<file path="src/rtl/dds_phase_accum.sv">
// -----------------------------------------------------------------------------
// dds_phase_accum
//   Phase accumulator stage of the DDS chain, feeding the mode filter.
//   Each enabled cycle the accumulator advances by the frequency tuning word;
//   the top ADDR_W bits form the waveform table address. FTW/mode updates are
//   taken over a valid/ready handshake. While running they are parked in
//   pending registers and committed only at a phase wrap, so the downstream
//   waveform never changes mid-period.
//
// Ports
//   clk          system clock, rising edge
//   rst_n        asynchronous active-low reset
//   Enable_i     1 = accumulate each cycle, 0 = hold phase
//   Ftw_i        new frequency tuning word
//   Mode_i       new waveform mode, captured together with Ftw_i
//   Upd_valid_i  update request
//   Upd_ready_o  update accepted when Upd_valid_i & Upd_ready_o
//   Phase_clr_i  synchronous phase clear (also commits any pending update)
//   Phase_off_i  address offset (only when DDS_PHASE_OFFSET_EN is defined)
//   Address_o    registered table address
//   Mode_o       active mode, aligned with Address_o
//   Wrap_o       one-cycle pulse on accumulator carry-out
//   Valid_o      registered Enable_i
//
// Build option
//   DDS_PHASE_OFFSET_EN : adds Phase_off_i; Address_o = top acc bits + offset
//                         (mod 2^ADDR_W). Wrap_o still follows the acc carry.
// -----------------------------------------------------------------------------
module dds_phase_accum #(
   parameter int ACC_W  = 32,
   parameter int ADDR_W = 11,
   parameter int MODE_W = 3
) (
   input  logic              clk,
   input  logic              rst_n,
   input  logic              Enable_i,
   input  logic [ACC_W-1:0]  Ftw_i,
   input  logic [MODE_W-1:0] Mode_i,
   input  logic              Upd_valid_i,
   output logic              Upd_ready_o,
   input  logic              Phase_clr_i,
`ifdef DDS_PHASE_OFFSET_EN
   input  logic [ADDR_W-1:0] Phase_off_i,
`endif
   output logic [ADDR_W-1:0] Address_o,
   output logic [MODE_W-1:0] Mode_o,
   output logic              Wrap_o,
   output logic              Valid_o
);

   typedef enum logic [1:0] {
      IDLE,
      RUN,
      PEND
   } state_t;

   state_t            state;
   state_t            state_n;

   logic [ACC_W-1:0]  acc;
   logic [ACC_W-1:0]  ftw;
   logic [MODE_W-1:0] mode;
   logic [ACC_W-1:0]  pend_ftw;
   logic [MODE_W-1:0] pend_mode;

   logic [ACC_W:0]    sum;
   logic [ACC_W-1:0]  acc_step;
   logic              wrap;
   logic [ADDR_W-1:0] addr_n;

   logic              accept;
   logic              ld_in;       // load Ftw_i/Mode_i into the active regs now
   logic              ld_pend;     // park Ftw_i/Mode_i in the pending regs
   logic              apply_pend;  // commit pending regs to the active regs

   // ---------------------------------------------------------------------------
   // Datapath: one accumulator step; carry is only meaningful while stepping.
   // ---------------------------------------------------------------------------
   assign sum      = {1'b0, acc} + {1'b0, ftw};
   assign acc_step = Enable_i ? sum[ACC_W-1:0] : acc;
   assign wrap     = Enable_i & sum[ACC_W];

`ifdef DDS_PHASE_OFFSET_EN
   assign addr_n = acc_step[ACC_W-1 -: ADDR_W] + Phase_off_i;
`else
   assign addr_n = acc_step[ACC_W-1 -: ADDR_W];
`endif

   assign Mode_o = mode;

   // ---------------------------------------------------------------------------
   // FSM next-state and update control
   // ---------------------------------------------------------------------------
   always_comb begin
      state_n     = state;
      ld_in       = 1'b0;
      ld_pend     = 1'b0;
      apply_pend  = 1'b0;
      Upd_ready_o = (state != PEND);
      accept      = Upd_valid_i & Upd_ready_o;

      if (Phase_clr_i) begin
         // Clear restarts the period, so any update can take effect right away.
         state_n = Enable_i ? RUN : IDLE;
         if (state == PEND) begin
            apply_pend = 1'b1;
         end else if (accept) begin
            ld_in = 1'b1;
         end
      end else begin
         case (state)
            IDLE: begin
               if (accept) begin
                  ld_in = 1'b1;
               end
               if (Enable_i) begin
                  state_n = RUN;
               end
            end
            RUN: begin
               // A parked update must survive a disable, so PEND wins over IDLE.
               if (accept) begin
                  ld_pend = 1'b1;
                  state_n = PEND;
               end else if (!Enable_i) begin
                  state_n = IDLE;
               end
            end
            PEND: begin
               if (wrap) begin
                  apply_pend = 1'b1;
                  state_n    = RUN;
               end
            end
            default: state_n = IDLE;
         endcase
      end
   end

   // ---------------------------------------------------------------------------
   // Registers
   // ---------------------------------------------------------------------------
   always_ff @(posedge clk or negedge rst_n) begin
      if (!rst_n) begin
         state <= IDLE;
      end else begin
         state <= state_n;
      end
   end

   always_ff @(posedge clk or negedge rst_n) begin
      if (!rst_n) begin
         acc       <= '0;
         ftw       <= '0;
         mode      <= '0;
         pend_ftw  <= '0;
         pend_mode <= '0;
         Address_o <= '0;
         Wrap_o    <= 1'b0;
         Valid_o   <= 1'b0;
      end else begin
         acc       <= Phase_clr_i ? '0 : acc_step;
         Address_o <= Phase_clr_i ? '0 : addr_n;
         Wrap_o    <= ~Phase_clr_i & wrap;
         Valid_o   <= Enable_i;

         // The wrapping step itself still uses the old ftw; new values take
         // effect from the following step.
         if (ld_in) begin
            ftw  <= Ftw_i;
            mode <= Mode_i;
         end else if (apply_pend) begin
            ftw  <= pend_ftw;
            mode <= pend_mode;
         end

         if (ld_pend) begin
            pend_ftw  <= Ftw_i;
            pend_mode <= Mode_i;
         end
      end
   end

endmodule

</file>
<file path="config.mk">
export PLATFORM = sky130hd
export DESIGN_NAME = dds_phase_accum
export DESIGN_NICKNAME = d
export VERILOG_FILES = /design/src/rtl/dds_phase_accum.sv
export SDC_FILE = /design/constraint.sdc
export NUM_CORES = 1
export LEC_CHECK = 0
export CORE_MARGIN = 4
export CORE_UTILIZATION = 59
export DETAILED_ROUTE_END_ITERATION = 8
export PLACE_DENSITY = 0.83
export SYNTH_ARGS = -nofsm -noshare
export SYNTH_HDL_FRONTEND = slang
export SYNTH_SLANG_ARGS = --single-unit
</file>
<file path="constraint.sdc">
create_clock -name clk -period 3.4 [get_ports clk]
set_input_delay 1.02 -clock clk [delete_from_list [all_inputs] [get_ports clk]]
set_output_delay 1.02 -clock clk [all_outputs]
set_load 0.05 [all_outputs]
</file>
==> metrics.md <==
| Metric | Value |
|---|---|
| Total Die Area | `12700 um^2` |
| Rows | `37` |
| #FFs+latches synth | `106` |
| Layout cells sized above 1 | `0.255` |
| Mapped cell area | `6470 um^2` |
| Wirelength per Cell | `18.5 um` |
| Most frequent cells after synthesis | `106 x dfrtp_1, 75 x mux2_2, 39 x nor2_1` |
| Worst vdd ir | `455 uV` |
| Avg Inst Size Synth | `11.5 um^2` |
| Cell with the most instances after synthesis | `dfrtp_1` |
| CTS tree | `yes` |
| Clk_lat worst skew | `0.38 ns` |
| Synth Flop Type | `dfrtp_1` |
| H-tree depth | `3` |
| Iteration-0 DRC Markers | `276` |
| Setup bufs post-CTS | `0` |
| Initial antenna violation count | `0` |
| Most area-hungry cell type in the Yosys netlist | `dfrtp_1` |
| Worst hold stages | `2` |
| HP Start | `acc[18]` |
| Cells after Synth | `561` |
| Clk_skew | `0.0100 ns` |
| First-pass DRT Iterations | `5` |
| Ys Warns | `0` |
| DR vias | `4591` |
| Routed wire length | `13800 um` |
| Total CTS buffers | `9` |
| Vias in the first global route | `4833` |
| LEAKAGE | `3.24 nW` |
| Core footprint | `10500 um^2` |
| Worst slew margin | `0.301` |
| Power per cell area | `807 nW/um^2` |
| HPWL after DPL | `9850 um` |
| Vias per Instance | `6.17` |
| Cts hold-fix bufs | `0` |
| Hold Crit Class | `reg -> reg` |
| Top-area cell type share of the netlist area | `0.410` |
| Worst hold slack | `0.507 ns` |
| Routability Congestion | `0.900` |
| Max Fclk | `316 MHz` |
| Synth cell types | `77` |
| Worst reg2reg path endpoint | `Address_o[2]` |
| Final hold vios | `0` |
| Port Buffer Count | `56` |
| Clock-pin slew on the worst setup and hold paths | `0.10 ns` |
| Post-synthesis sequential area ratio | `0.410` |
| Synth area leaders | `dfrtp_1 41%, mux2_2 13%, mux2_4 7.0%` |
| Max Cap Viol | `0` |
| Die Width | `113 um` |
| Clk root buf | `clkbuf_8` |
| Worst Path Required | `3.66 ns` |
| Startpoint Class | `flip-flop` |
| Setup CP Type | `reg -> reg` |
| Worst R2R Start | `ftw[9]` |
| All-layer global routing usage | `0.226` |
| CTS max path bufs | `2` |
| WP data arrival | `3.43 ns` |
| EDFF count, synth | `0` |
| CTS Sinks | `106` |
| Critical-path maximum fanout | `7` |
| Final setup vio count | `0` |
| IO Count | `57` |
| Area grow syn2layout | `11.9%` |
| Status | `completed` |
| # resized after CTS | `0` |
| Worst r2r path cells | `9` |
| DIE HEIGHT | `113 um` |
| Ys async rst share | `1.00` |
| ANT nets after route | `0` |
| Final setup TNS | `0 ns` |
| Nets | `678` |
| N_diodes | `0` |
| Worst Hold Path EP | `acc[18]` |
| Largest net degree at the start of global routing | `51` |
| Tcrit/Tclk final | `0.932` |
| Initial core utilization | `0.616` |
| Slew Viols, Final | `0` |
| Worst-Margin Slew | `1.04 ns` |
| First-pass GRT wire length | `23400 um` |
| Crit path capture type | `flip-flop` |
| DRC viols | `0` |
| Syn_nets | `634` |
| R2R Setup Slk | `0.23 ns` |
| RSZ-0062 raised after global routing | `no` |
| Tmin final | `3.17 ns` |
| GR Overflow Total | `0` |
## registers in the layout (all words and copies together) (netlist names)
name       count
Wrap_o         1
ftw           32
Mode_o         3
Valid_o        1
pend_mode      3
Address_o     10
acc           22
state          2
pend_ftw      32
## through the flow
stage	power (mW)	std cells	instance area [um^2]	setup slack [ns]	util
after global placement	4.92	730	7060	0.387	0.672
final	5.84	744	7240	0.231	0.689
after floorplan	4.49	561	6470	0.444	-
after global routing	6.26	744	7240	0.130	0.689
after CTS	5.85	744	7240	0.273	0.689
after detailed placement	5.07	730	7060	0.335	0.672
## routing by layer
layer	global-route usage	part of all wire
met1	0.289	0.43
met2	0.378	0.49
met3	0.0455	0.053
met4	0.0873	0.021
met5	0	0
## worst max-delay path: stages (launching register included)
cell      delay [ns]
dfrtp_1         0.43
ha_1            0.38
a21oi_2         0.17
nand2_1         0.07
a221oi_1        0.38
a21oi_1         0.21
nor4_1          0.64
or2_1           0.34
nand2_1         0.11
a311oi_1        0.33
## kinds of logic after synthesis
kind of cell | synth area share
mux | 0.217
buf+inv | 0.0485
compound gates | 0.137
flops | 0.410
simple gates | 0.102
xor+xnor | 0.0203
fa+ha+maj | 0.0650
## cell usage in the layout, fill, tap and decap left out, types with 9 or more instances in the layout
cell type and count:
nor2_1 39, clkdlybuf4s50_1 55, buf_4 14, mux2i_1 11, nand4_1 9, ha_1 32, a21o_1 14, o21a_1 10
dfrtp_1 106, xnor2_1 11, mux2_4 30, clkbuf_8 9, a21oi_1 30, nand2_1 24, mux2_2 75, o21ai_0 12
## worst max path at each step
stage	start	endpoint	slack [ns]	depth (start not counted)
after CTS	ftw[9]	Address_o[2]	0.27	9
after global placement	Upd_valid_i	ftw[27]	0.39	7
after detailed placement	ftw[9]	Address_o[6]	0.34	9
after floorplan	Phase_clr_i	Mode_o[0]	0.44	6
after global routing	ftw[9]	Address_o[2]	0.13	9
final	ftw[9]	Address_o[2]	0.23	9
## power by group
group	internal (mW)	switching, mW
Combinational	1.43	1.71
Clock	0.333	0.421
Sequential	1.68	0.279
## final cells by class
class                      count  area [um^2]
clock inverter                 5         56.3
inverter                       7         26.3
timing repair buffer          71          696
fill                         755         3260
multi-input combinational    410         3520
tap                          136          170
clock buffer                   9          124
sequential                   106         2650
Power figures use the tool's default switching activity.
